--- src/rtl/sync_fifo_pkg.sv ---
// Shared definitions for the single-clock FIFO: default geometry and the
// push/pop operation encoding used by the occupancy counter.
// No logic of its own; imported by the interface and the RTL modules.
package sync_fifo_pkg;

    localparam int SYNC_FIFO_DATA_WIDTH_DEF = 8;
    localparam int SYNC_FIFO_ADDR_WIDTH_DEF = 4;
    localparam int SYNC_FIFO_AF_SLOTS_DEF   = 4;
    localparam int SYNC_FIFO_AE_SLOTS_DEF   = 4;

    // {push, pop} packed into one code so the counter update reads as a case.
    typedef enum logic [1:0] {
        OP_IDLE = 2'b00,
        OP_POP  = 2'b01,
        OP_PUSH = 2'b10,
        OP_BOTH = 2'b11
    } fifo_op_e;

endpackage

--- src/rtl/sync_fifo_if.sv ---
// Producer/consumer bundle of the FIFO: write request + data, read request,
// registered read data and the four occupancy flags.
// master = the side driving WR/RD; slave = the FIFO itself.
interface sync_fifo_if
    import sync_fifo_pkg::*;
#(
    parameter int DATA_WIDTH = SYNC_FIFO_DATA_WIDTH_DEF
);
    logic                  WR;
    logic [DATA_WIDTH-1:0] WR_DATA;
    logic                  RD;
    logic [DATA_WIDTH-1:0] RD_DATA;
    logic                  FULL;
    logic                  EMPTY;
    logic                  ALMOST_FULL_FLAG;
    logic                  ALMOST_EMPTY_FLAG;

    modport master (
        output WR, WR_DATA, RD,
        input  RD_DATA, FULL, EMPTY, ALMOST_FULL_FLAG, ALMOST_EMPTY_FLAG
    );

    modport slave (
        input  WR, WR_DATA, RD,
        output RD_DATA, FULL, EMPTY, ALMOST_FULL_FLAG, ALMOST_EMPTY_FLAG
    );
endinterface

--- src/rtl/sync_fifo_mem.sv ---
// Simple dual-port register file: one write port, one registered read port.
// Read latency 1 cycle; rdata holds when re is low. No backpressure (always accepts).
// Ports: clk, rst (sync active-high, clears rdata only), we/waddr/wdata, re/raddr/rdata.
module sync_fifo_mem
    import sync_fifo_pkg::*;
#(
    parameter int DATA_WIDTH = SYNC_FIFO_DATA_WIDTH_DEF,
    parameter int ADDR_WIDTH = SYNC_FIFO_ADDR_WIDTH_DEF
)(
    input  logic                  clk,
    input  logic                  rst,
    input  logic                  we,
    input  logic [ADDR_WIDTH-1:0] waddr,
    input  logic [DATA_WIDTH-1:0] wdata,
    input  logic                  re,
    input  logic [ADDR_WIDTH-1:0] raddr,
    output logic [DATA_WIDTH-1:0] rdata
);
    localparam int DEPTH = 1 << ADDR_WIDTH;

    logic [DATA_WIDTH-1:0] mem [DEPTH];

    // Storage is deliberately not reset; only the read register is.
    always_ff @(posedge clk) begin
        if (we && !rst) begin
            mem[waddr] <= wdata;
        end
    end

    // Non-blocking read of the same address being written returns the old
    // word, which is exactly the pop-while-full ordering the FIFO needs.
    always_ff @(posedge clk) begin
        if (rst) begin
            rdata <= '0;
        end else if (re) begin
            rdata <= mem[raddr];
        end
    end

endmodule

--- src/rtl/sync_fifo.sv ---
// Single-clock FIFO, 2^ADDR_WIDTH words, with FULL/EMPTY and programmable almost flags.
// Read data 1 cycle after a pop; flags follow the registered count (1 cycle after the edge).
// Backpressure: WR while FULL (without RD) and RD while EMPTY are silently dropped.
// Ports: i_CLK, i_RST_n (sync, ACTIVE-HIGH despite the name), bus (sync_fifo_if.slave).
module sync_fifo
    import sync_fifo_pkg::*;
#(
    parameter int DATA_WIDTH              = SYNC_FIFO_DATA_WIDTH_DEF,
    parameter int ADDR_WIDTH              = SYNC_FIFO_ADDR_WIDTH_DEF,
    parameter int ALMOST_FULL_LEFT_SLOTS  = SYNC_FIFO_AF_SLOTS_DEF,
    parameter int ALMOST_EMPTY_AVAI_SLOTS = SYNC_FIFO_AE_SLOTS_DEF
)(
    input  logic       i_CLK,
    input  logic       i_RST_n,
    sync_fifo_if.slave bus
);
    localparam int                  DEPTH     = 1 << ADDR_WIDTH;
    localparam logic [ADDR_WIDTH:0] DEPTH_CNT = (ADDR_WIDTH + 1)'(DEPTH);

    logic [ADDR_WIDTH-1:0] wr_ptr;
    logic [ADDR_WIDTH-1:0] rd_ptr;
    logic [ADDR_WIDTH:0]   count;
    logic [ADDR_WIDTH:0]   free_slots;
    logic                  full;
    logic                  empty;
    logic                  push;
    logic                  pop;
    fifo_op_e              op;
    logic [DATA_WIDTH-1:0] rd_data;

    assign full  = (count == DEPTH_CNT);
    assign empty = (count == '0);

    // A write into a full FIFO is allowed when a read frees a slot on the
    // same edge; a read of an empty FIFO is never allowed, so WR+RD at empty
    // degenerates into a plain push.
    assign push = bus.WR && (!full || bus.RD);
    assign pop  = bus.RD && !empty;
    assign op   = fifo_op_e'({push, pop});

    always_ff @(posedge i_CLK) begin
        if (i_RST_n) begin
            wr_ptr <= '0;
            rd_ptr <= '0;
            count  <= '0;
        end else begin
            if (push) begin
                wr_ptr <= wr_ptr + 1'b1;
            end
            if (pop) begin
                rd_ptr <= rd_ptr + 1'b1;
            end
            case (op)
                OP_PUSH: count <= count + 1'b1;
                OP_POP:  count <= count - 1'b1;
                default: count <= count;
            endcase
        end
    end

    sync_fifo_mem #(
        .DATA_WIDTH (DATA_WIDTH),
        .ADDR_WIDTH (ADDR_WIDTH)
    ) u_mem (
        .clk   (i_CLK),
        .rst   (i_RST_n),
        .we    (push),
        .waddr (wr_ptr),
        .wdata (bus.WR_DATA),
        .re    (pop),
        .raddr (rd_ptr),
        .rdata (rd_data)
    );

    // All flags decode the same registered count, so they can never disagree.
    assign free_slots            = DEPTH_CNT - count;
    assign bus.RD_DATA           = rd_data;
    assign bus.FULL              = full;
    assign bus.EMPTY             = empty;
    assign bus.ALMOST_FULL_FLAG  = (int'(free_slots) <= ALMOST_FULL_LEFT_SLOTS);
    assign bus.ALMOST_EMPTY_FLAG = (int'(count) <= ALMOST_EMPTY_AVAI_SLOTS);

endmodule

--- src/flat_wrapper.sv ---
// flat-port wrapper written by rule: the top's interface ports become plain ports
module sync_fifo_flat import sync_fifo_pkg::*;
#(
    parameter int DATA_WIDTH              = SYNC_FIFO_DATA_WIDTH_DEF,
    parameter int ADDR_WIDTH              = SYNC_FIFO_ADDR_WIDTH_DEF,
    parameter int ALMOST_FULL_LEFT_SLOTS  = SYNC_FIFO_AF_SLOTS_DEF,
    parameter int ALMOST_EMPTY_AVAI_SLOTS = SYNC_FIFO_AE_SLOTS_DEF
)
  (i_CLK, i_RST_n, bus_WR, bus_WR_DATA, bus_RD, bus_RD_DATA, bus_FULL, bus_EMPTY, bus_ALMOST_FULL_FLAG, bus_ALMOST_EMPTY_FLAG);
  sync_fifo_if #(.DATA_WIDTH(DATA_WIDTH)) bus_i ();
  input  logic i_CLK;
  input  logic i_RST_n;
  input wire logic [$bits(bus_i.WR)-1:0] bus_WR;
  input wire logic [$bits(bus_i.WR_DATA)-1:0] bus_WR_DATA;
  input wire logic [$bits(bus_i.RD)-1:0] bus_RD;
  output wire logic [$bits(bus_i.RD_DATA)-1:0] bus_RD_DATA;
  output wire logic [$bits(bus_i.FULL)-1:0] bus_FULL;
  output wire logic [$bits(bus_i.EMPTY)-1:0] bus_EMPTY;
  output wire logic [$bits(bus_i.ALMOST_FULL_FLAG)-1:0] bus_ALMOST_FULL_FLAG;
  output wire logic [$bits(bus_i.ALMOST_EMPTY_FLAG)-1:0] bus_ALMOST_EMPTY_FLAG;
  assign bus_i.WR = bus_WR;
  assign bus_i.WR_DATA = bus_WR_DATA;
  assign bus_i.RD = bus_RD;
  assign bus_RD_DATA = bus_i.RD_DATA;
  assign bus_FULL = bus_i.FULL;
  assign bus_EMPTY = bus_i.EMPTY;
  assign bus_ALMOST_FULL_FLAG = bus_i.ALMOST_FULL_FLAG;
  assign bus_ALMOST_EMPTY_FLAG = bus_i.ALMOST_EMPTY_FLAG;
  sync_fifo #(.DATA_WIDTH(DATA_WIDTH), .ADDR_WIDTH(ADDR_WIDTH), .ALMOST_FULL_LEFT_SLOTS(ALMOST_FULL_LEFT_SLOTS), .ALMOST_EMPTY_AVAI_SLOTS(ALMOST_EMPTY_AVAI_SLOTS)) u_core (.i_CLK(i_CLK), .i_RST_n(i_RST_n), .bus(bus_i));
endmodule
--- config.mk ---
export PLATFORM = sky130hd
export DESIGN_NAME = sync_fifo_flat
export DESIGN_NICKNAME = d
export VERILOG_FILES = /design/src/rtl/sync_fifo_pkg.sv /design/src/rtl/sync_fifo_if.sv /design/src/rtl/sync_fifo_mem.sv /design/src/rtl/sync_fifo.sv /design/src/flat_wrapper.sv
export SDC_FILE = /design/constraint.sdc
export NUM_CORES = 1
export LEC_CHECK = 0
export ABC_AREA = 0
export CAP_MARGIN = 20
export CORE_MARGIN = 5
export CORE_UTILIZATION = 25
export DETAILED_ROUTE_END_ITERATION = 16
export PLACE_DENSITY_LB_ADDON = 0.1
export SLEW_MARGIN = 20
export SYNTH_ARGS = -nofsm -noshare
export SYNTH_HDL_FRONTEND = slang
export SYNTH_SLANG_ARGS = --single-unit
--- constraint.sdc ---
create_clock -name i_CLK -period 3.47 [get_ports i_CLK]
set_clock_uncertainty 0.2 [all_clocks]
set_input_delay 0.8675 -clock i_CLK [delete_from_list [all_inputs] [get_ports i_CLK]]
set_output_delay 0.8675 -clock i_CLK [all_outputs]
set_load 0.02 [all_outputs]
# == Yosys cells after proc, flatten, opt, wreduce, memory -nomap -nowiden ==
# Memory sizes are Yosys's and may differ from the RTL's. A register that Yosys moved wholly into a read port is not among the register bits.
# Cells that the tools add are included.
# Widths: inputs -> output; s select.
# word_totals
output_inout_bits,12
inputBits,12
word_cells,26
ram_bits,128
memories,1
reg_bits,13
# op_classes
n_addsub,5
muxes,3
eq_ne,3
reduce_logical,9
n_lt_le_gt_ge,2
# memory_table
name,depth,width,rd,rd_ports_with_merged_regs,wr,line_no,rtl
u_core.u_mem.mem,16,8,1,1,1,sync_fifo_mem.sv:21,logic [DATA_WIDTH-1:0] mem [DEPTH];
# op_table
operator,n
$le 5x3->1 const B,2
$pmux 5 s2,1
$add 4x1->4 const B,2
$add 5x1->5 const B,1
$eq 5x5->1 const B,1
$logic_not 5->1,1
$sub 5x1->5 const B,1
$sub 5x5->5 const A,1
$logic_and 1x1->1,3
$logic_not 1->1,3
$eq 2x1->1 const B,1
$eq 2x2->1 const B,1
$mux 1,2
$reduce_bool 2->1,1
$logic_or 1x1->1,1

# == Longest topological paths before layout ==
# Gate-level depths: netlist of run 1.
# depth
depth_word,7
mapped_depth,13
depth_no_buf,11

# == By module ==
# A second synthesis of run 1 with hierarchy kept.
# unflattened
cells_unflattened,403
hier_area_um2,6087.1
# modules_own_cells
mod,instances,area_per_inst_um2,cells_each,seq_area_each_um2
sync_fifo_mem,1,5352.6,318,4003.8
sync_fifo,1,734.5,85,260.2

# == Worst setup path after synthesis of run 1 ==
# No wires, ideal clock.
# synth_path
path_kind,register -> register
from,register u_core.count[1]
to,register u_core.count[4]
t_required_ps,3149
period_less_slack_ps,3673
stages_incl_launch_ff,14
arrival_time_ps,3353
slack_ps,-203
path_buffers,2
setup_ps,121
path_cell_list,dfxtp_1 -> buf_2 -> nor4_1 -> ha_1 -> inv_1 -> o21ai_1 -> ha_1 -> buf_2 -> xor2_1 -> ha_1 -> a21oi_1 -> or3b_1 -> a31oi_1 -> mux2_2
# synth_between
elab_chain_cells,6
elab_cells_between_ends,13
cone_classes,add/sub (2); eq/ne (3); mux (1); reduce/logical (7)
# synth_lines
element,line_no,rtl
start: declaration,sync_fifo.sv:22,logic [ADDR_WIDTH:0] count;
start signal: assignment,sync_fifo.sv:54,OP_PUSH: count <= count + 1'b1;
start signal: assignment,sync_fifo.sv:55,OP_POP: count <= count - 1'b1;
start signal: assignment,sync_fifo.sv:56,default: count <= count;
$eq 5x5->1 (*),sync_fifo.sv:31,assign full = (count == DEPTH_CNT);
named net bus_FULL,flat_wrapper.sv:17,output wire logic [$bits(bus_i.FULL)-1:0] bus_FULL;
$logic_not 1->1 (*),sync_fifo.sv:37,assign push = bus.WR && (!full || bus.RD);
$logic_or 1x1->1 (*),sync_fifo.sv:37,
$logic_and 1x1->1 (*),sync_fifo.sv:37,
$eq 2x1->1 or $eq 2x2->1 (tied branches),sync_fifo.sv:53,case (op)
$pmux 5 s2 or $reduce_bool 2->1 (tied branches),--,
# Mark *: on every way through the listed nets, which the timed path passes. The rest lies on a longest branch.
# A chain may end at the register's enable or synchronous reset.

# == Worst setup path in the final report of run 1 ==
# layout_path
from,register u_core.count[0]
to,output bus_ALMOST_FULL_FLAG
# layout_between
elab_chain_cells,2
# layout_lines
element,line_no,rtl
$sub 5x5->5,sync_fifo.sv:76,assign free_slots = DEPTH_CNT - count;
$le 5x3->1,sync_fifo.sv:80,assign bus.ALMOST_FULL_FLAG = (int'(free_slots) <= ALMOST_FULL_LEFT_SLOTS);
end: declaration,flat_wrapper.sv:19,output wire logic [$bits(bus_i.ALMOST_FULL_FLAG)-1:0] bus_ALMOST_FULL_FLAG;
# No other way between the ends.

==> metrics.md, run 1 <==
| Metric | Value |
|---|---|
| Max_slew headroom | around half |
| IO Pins | 24 |
| R2R depth | 11 |
| CTS tree | built |
| WHS Endpoint | u_core.u_mem.rdata[3] |
| Gr usage total | 10.9% |
| Wire per inst | between 15 and 20 um |
| Maximum clock frequency | ~300 MHz |
| Worst EP required | 2400 ps |
| Post-synth cell types | 38 |
| Sequential share of the synthesized area | 70.5% |
| Die Wd | between 150 and 200 um |
| Proportion of layout cells with a drive suffix above 1 | between 20% and 30% |
| Hold Path Class | reg2reg |
| Area occupied by multi-input gates | 1680 um^2 |
| Maximum fanout along the worst path | 6 |
| Sw power | 1460 uW |
| Comb pwr share | 20.8% |
| Overflow after GRT | 0 |
| R2R Path Start | u_core.count[0] |
| Number of synthesized flops with an enable pin | ~130 |
| Clock transition at path regs | about 70 ps |
| Final setup vio count | 0 |
| Max rail drop VDD | approximately 0.23 mV |
| Slew @ Worst Pin | between 700 and 800 ps |
| Largest net degree at the start of global routing | 26 |
| Pwr dens | about 700 nW/um^2 |
| Min cycle time layout | between 3000 and 4000 ps |
| Asr flop ratio synth | 0% |
| 1st-pass router iterations | 4 |
| Die height | 165 um |
| Dominant synthesized flop cell | edfxtp_1 |
| Postcts setup bufs | 0 |
| Final setup margin | about 180 ps |
| R2r endpoint | u_core.count[4] |
| Clock insertion delay at the later pin of the skew report | 420 ps |
| Clock Tree Root | clkbuf_16 |
| Post-CTS sizing | 0 |
| Initial Util | between 20 and 30% |
| Setup tns final | 0 ps |
| DRC | 0 |
| Clock Sinks | around 150 |
| CORE AREA | between 20000 and 25000 um^2 |
| First-pass GRT wire length | around 21000 um |
| Status | completed |
| Final HPWL DP | about 9000 um |
| Placement Rows | 57 |
| Vias in the first global route | ~3.4k |
| Clock Power Share | a little under two fifths |
| Sequential Power Share | a little over two fifths |
| Unrepaired setup endpoints after global routing | false |
| P_leak | around 0.0024 uW |
| Place WS | 50.6 ps |
| Startpoint types | flop |
| Post-Syn Area | 6040 um^2 |
| Net Count, Synth | 377 |
| Post-Syn Instances | about 360 |
| Register Area | 4270 um^2 |
| Longest Clk Path Bufs | 2 |
| Pwr Total | ~5100 uW |
| Int Power | between 3000 and 4000 uW |
| Via density | approximately 4.3 |
| Register bit total from synthesis | around 150 |
| DR vias | 3151 |
| Filler cells | between 2k and 2.5k |
| Register-to-Register Setup Slack | approximately 370 ps |
| Max Cap Violations | 0 |
| Post-Synthesis Mean Instance Area | between 15 and 20 um^2 |
| Worst hold stages | 2 |
| Initial antenna violation count | 0 |
| Final Hold Fails | 0 |
| Setup CP Type | reg2out |
| DRT Wirelength | 14000 um |
| Die Area | ~27000 um^2 |
| WP data arrival | 2220 ps |
| Design area | 7410 um^2 |
| Final GP Congestion | ~0.75 |
| Cts bufs inserted | 17 |
| Post-DP Area | 6800 um^2 |
| Hold buffers post-CTS | 0 |
| Fin crit share | a little over nine tenths |
| H-tree Lvls | 4 |
| Pins Over Slew Limit | 0 |
| Crit end category | output pin |
| Port bufs | 23 |
| HP Start | u_core.u_mem.rdata[3] |
| Drt initial violations | roughly 170 |
| Switching share of power | 28.9% |
| Synthesis-to-finish area growth | 22.6% |
| YS warnings | 0 |
| Antenna-violating nets left | 0 |
| Post-layout net count | 424 |
kinds of logic after synthesis:
| kind of cell | after synthesis | share of synthesized area (%) |
|---|---|---|
| AOI/OAI and AO/OA | 44 | 4.91 |
| xor gates and xnor gates | 9 | 1.30 |
| adders and majority gates | 10 | 2.07 |
| buffers and inverters | 25 | 1.90 |
| DFF | 149 | 70.5 |
| muxes | 60 | 13.7 |
| and+or+nand+nor | 58 | 5.55 |
metrics by stage:
stage	utilization (%)	hold WS [ps]	cells
2_1_floorplan	-	287	355
3_3_place_gp	28.3	274	707
3_5_place_dp	28.3	267	707
4_1_cts	30.8	283	739
5_1_grt	30.8	307	739
6_report	30.8	278	740
synthesized netlist by cell type (7+ instances only):
master | number | share of area (%)
ha_1 | 10 | 2.1
edfxtp_1 | 128 | 64
and2_1 | 17 | 1.8
mux2i_1 | 39 | 6.5
mux4_2 | 18 | 6.7
buf_2 | 10 | 0.83
a22oi_1 | 15 | 1.9
xor2_1 | 7 | 1.0
nor2_1 | 15 | 0.93
o21ai_0 | 8 | 0.66
dfxtp_1 | 21 | 7.0
a32oi_1 | 7 | 1.0
power by group through the flow:
stage          combinational (uW)  sequential (uW)  clock, uW
4_1_cts                      1080             2120       1940
2_1_floorplan                 645             2150          0
6_report                     1050             2120       1890
3_5_place_dp                 1080             2160          0
3_3_place_gp                 1070             2160          0
5_1_grt                      1160             2140       2030
layer usage:
| layer | part of all wire, % | vias up | track usage (%) |
|---|---|---|---|
| met5 | 0 | - | 0 |
| met4 | 1.2 | 0 | 3.94 |
| met3 | 3.9 | 11 | 2.38 |
| met2 | 48 | 60 | 17.5 |
| met1 | 47 | 1587 | 14.7 |
| li1 | - | 1493 | - |
critical path, cell delays in order, from the launching register on:
cell and delay (ps):
dfxtp_1 390, nor4_2 440, ha_1 300, nor2b_1 140, clkdlybuf4s50_1 540
worst max path at each step:
stage / startpoint / end / slack, ps / cells after the start
global placement: bus_RD / u_core.count[4] / 50 / 9
finish: u_core.count[0] / bus_ALMOST_FULL_FLAG / 180 / 4
detailed placement: bus_RD / u_core.count[4] / 50 / 9
global route: u_core.count[0] / bus_ALMOST_FULL_FLAG / 20 / 4
floorplan: u_core.count[1] / u_core.count[4] / 90 / 13
CTS: u_core.count[0] / bus_ALMOST_FULL_FLAG / 150 / 4
area by class of cell:
| cell class | instances | share of cell area (%) |
|---|---|---|
| diodes | 1 | 0.0338 |
| clock buffers | 17 | 5.74 |
| clock inverters | 15 | 2.48 |
| inverters | 4 | 0.203 |
| multi-input cells | 181 | 22.6 |
| flip-flops and latches | 149 | 57.5 |
| well taps | 324 | 5.47 |
| repair buffers | 49 | 5.91 |
layout by cell type (no fill, tap or decap), types with 3 or more instances in the layout:
cell type and instances:
clkdlybuf4s50_1 23, dfxtp_1 20, edfxtp_1 128, o21ai_0 8, inv_1 4, a32oi_1 7, clkbuf_16 17, nor2_1 15
nor2b_1 6, ha_1 9, a22oi_1 15, buf_4 25, xor2_1 7, inv_8 3, inv_6 6, a21oi_1 6
mux2_2 3, and2_1 17, mux4_2 18, mux2i_1 39
registers in the layout, summed over array words and instances (netlist names):
signal	count
u_core.wr_ptr	4
u_core.rd_ptr	4
u_core.u_mem.rdata	8
u_core.u_mem.mem	128
u_core.count	5
(Power assumes the default switching activity.)
==> run 2: changes to the inputs <==
--- a/config.mk
+++ b/config.mk
@@ -10,7 +10,7 @@
 export CORE_MARGIN = 5
 export CORE_UTILIZATION = 25
 export DETAILED_ROUTE_END_ITERATION = 16
-export PLACE_DENSITY_LB_ADDON = 0.1
+export GPL_TIMING_DRIVEN = 0
 export SLEW_MARGIN = 20
 export SYNTH_ARGS = -nofsm -noshare
 export SYNTH_HDL_FRONTEND = slang
==> run 2 against run 1 <==
Sequential share of layout area increased by 0.92 points. Critical path type is now reg2reg. Final cell count is 0.27% lower. Critical endpoint is now u_core.count[4]. Largest cell class unchanged. Combinational power is 5% higher. Wire length shrank 9.2%. Clock power shrank 12%. Final area shrank 1.6%.
==> metrics.md, run 2 (synthesis results as in run 1) <==
| Metric | Value |
|---|---|
| Unrepaired setup endpoints after global routing | false |
| Die height | 165 um (unchanged) |
| Initial antenna violation count | 0 (unchanged) |
| # diodes | 0 (-1) |
| Most flops, register | u_core.u_mem.mem |
| Hold Path Class | reg2reg |
| Final HPWL DP | 8460 um (-5.6%) |
| Synthesis-to-finish area growth | 20.7% |
| Final setup margin | 179 ps (-4.02 ps) |
| Wire per inst | 17.3 um (-8.9%) |
| Drt initial violations | 185 (+9.5%) |
| Via density | 4.43 (+4.1%) |
| Max Cap Violations | 0 (unchanged) |
| DR vias | 3270 (+3.8%) |
| Most common cell after layout, fill and taps aside | edfxtp_1 |
| Number of flip-flops in the largest register | 128 (unchanged) |
| Clock insertion delay at the later pin of the skew report | 420 ps (about the same) |
| Final setup vio count | 0 (unchanged) |
| 1st-pass router iterations | 4 (unchanged) |
| First-pass GRT wire length | 19500 um (-8.7%) |
| R2R Path Start | u_core.count[1] |
| Die Area | 27400 um^2 (unchanged) |
| Sw power | 1350 uW (-8.0%) |
| Max_slew headroom | 48.4% (-2.8 points) |
| Int Power | 3530 uW (-2.1%) |
| Comb pwr share | 22.6% (+1.8 points) |
| Crit end category | flop |
| Placement Rows | 57 (unchanged) |
| Final GP Congestion | 0.745 (-0.73%) |
| CP Launch Point | u_core.count[1] |
| DRT Wirelength | 12700 um (-9.2%) |
| Fin crit share | 94.9% (+0.12 points) |
| Largest regs | u_core.u_mem.mem (128), u_core.u_mem.rdata (8), u_core.count (5) |
| Pins Over Slew Limit | 0 (unchanged) |
| Worst EP required | 3570 ps (+1170 ps) |
| Vias in the first global route | 3419 (+1.6%) |
| Setup tns final | 0 ps (unchanged) |
| Clock Tree Root | clkbuf_16 |
| Most used cells in the layout excluding fill and tap cells | edfxtp_1 (128), mux2i_1 (39), clkdlybuf4s50_1 (22), dfxtp_1 (21), mux4_2 (18) |
| Max rail drop VDD | 0.361 mV (+59%) |
| Clock Sinks | 149 (unchanged) |
| Status | completed |
| Setup CP Type | reg2reg |
| Clock transition at path regs | 60 ps (about the same) |
| Initial Util | 25.1% (unchanged) |
| Pwr Total | 4870 uW (-3.8%) |
| Largest net degree at the start of global routing | 17 (-35%) |
| Hold_ws | 293 ps (+15.5 ps) |
| Port bufs | 23 (unchanged) |
| Pwr dens | 668 nW/um^2 (-2.2%) |
| Maximum clock frequency | 304 MHz (-0.12%) |
| Utilization after layout | 30.4% (-0.49 points) |
| H-tree Lvls | 4 (unchanged) |
| P_leak | 0.00229 uW (-2.9%) |
| Register-to-Register Setup Slack | 180 ps (-190 ps) |
| Slew @ Worst Pin | 771 ps (+40.5 ps) |
| Final Hold Fails | 0 (unchanged) |
| Setup crit end | u_core.count[4] |
| Sequential Power Share | 43.1% (+1.2 points) |
| CORE AREA | 24000 um^2 (unchanged) |
| Clock Power Share | 34.3% (-3.0 points) |
| Proportion of layout cells with a drive suffix above 1 | 16.7% (-3.3 points) |
| Maximum fanout along the worst path | 9 (+3) |
| DRC | 0 (unchanged) |
| Post-layout net count | 423 (-0.24%) |
| Switching share of power | 27.6% (-1.3 points) |
| Filler cells | 2362 (-0.17%) |
| Cts bufs inserted | 17 (unchanged) |
| Startpoint types | flop |
| R2R depth | 14 (+3) |
| CTS tree | built |
| Hold buffers post-CTS | 0 (unchanged) |
| Overflow after GRT | 0 (unchanged) |
| Gr usage total | 9.82% (-1.1 points) |
| Place WS | -449 ps (-500 ps) |
| IO Pins | 24 (unchanged) |
| Antenna-violating nets left | 0 (unchanged) |
| Longest Clk Path Bufs | 2 (unchanged) |
| Die Wd | 165 um (unchanged) |
| R2r endpoint | u_core.count[4] |
| WP data arrival | 3390 ps (+1170 ps) |
| Min cycle time layout | 3290 ps (+4.02 ps) |
run 2: changes by cell type in the layout (fill, tap and decap cells not counted), sizes merged, moves of 2 or more:
cell	before	now
clkbuf	17	30
inv	13	5
buf	26	18
clkinv	3	5
run 2: metrics by stage:
stage	cell area (um^2)	cells
global route	7290	738
detailed placement	6690	702
floorplan	6060	355
CTS	7260	735
global placement	6690	702
finish	7290	738
run 2: worst min path at each step:
stage | from | endpoint | slack, ps | cells past startpoint
finish | u_core.u_mem.rdata[1] | u_core.u_mem.rdata[1] | 290 | 2
global route | u_core.u_mem.rdata[2] | u_core.u_mem.rdata[2] | 350 | 2
CTS | u_core.u_mem.rdata[1] | u_core.u_mem.rdata[1] | 310 | 2
detailed placement | u_core.u_mem.rdata[1] | u_core.u_mem.rdata[1] | 300 | 2
global placement | u_core.u_mem.rdata[4] | u_core.u_mem.rdata[4] | 300 | 2
floorplan | u_core.rd_ptr[3] | u_core.rd_ptr[3] | 290 | 2
run 2: critical path, cell delays in order, from the launching register on:
cell	delay [ps]
dfxtp_1	290
buf_2	170
nor4_4	340
ha_1	240
nor2b_1	50
buf_4	160
ha_1	180
buf_4	160
xor2_1	140
ha_2	200
buf_4	130
nor4_1	250
a21oi_1	130
a31oi_2	170
mux2_2	350
run 2: area by class of cell:
class	count	area [um^2]	share of cell area, %
inverter	4	15.0	0.206
clock inverter	9	81.3	1.11
tap	324	405	5.56
sequential	149	4260	58.5
buffer	21	105	1.44
clock buffer	23	458	6.28
multi-input combinational	181	1700	23.3
timing repair buffer	27	263	3.60
run 2: timing repair:
action | in CTS | in global routing
buffers inserted | 1 | 3
setup endpoints to repair | 1 | 1
pin swaps | 1 | 3
gates resized for setup | 3 | 5
run 2: power groups by stage:
stage	Sequential (uW)	Clock [uW]	Combinational [uW]
after floorplan	2150	0	645
final	2100	1670	1100
after CTS	2100	1690	1090
after detailed placement	2140	0	1060
after global routing	2110	1780	1200
after global placement	2130	0	1030
run 2: routing by layer:
layer	track usage (%)	share of wire, %
met1	11.6	43
met2	17.2	52
met3	2.73	3.3
met4	3.19	1.5
met5	0	0
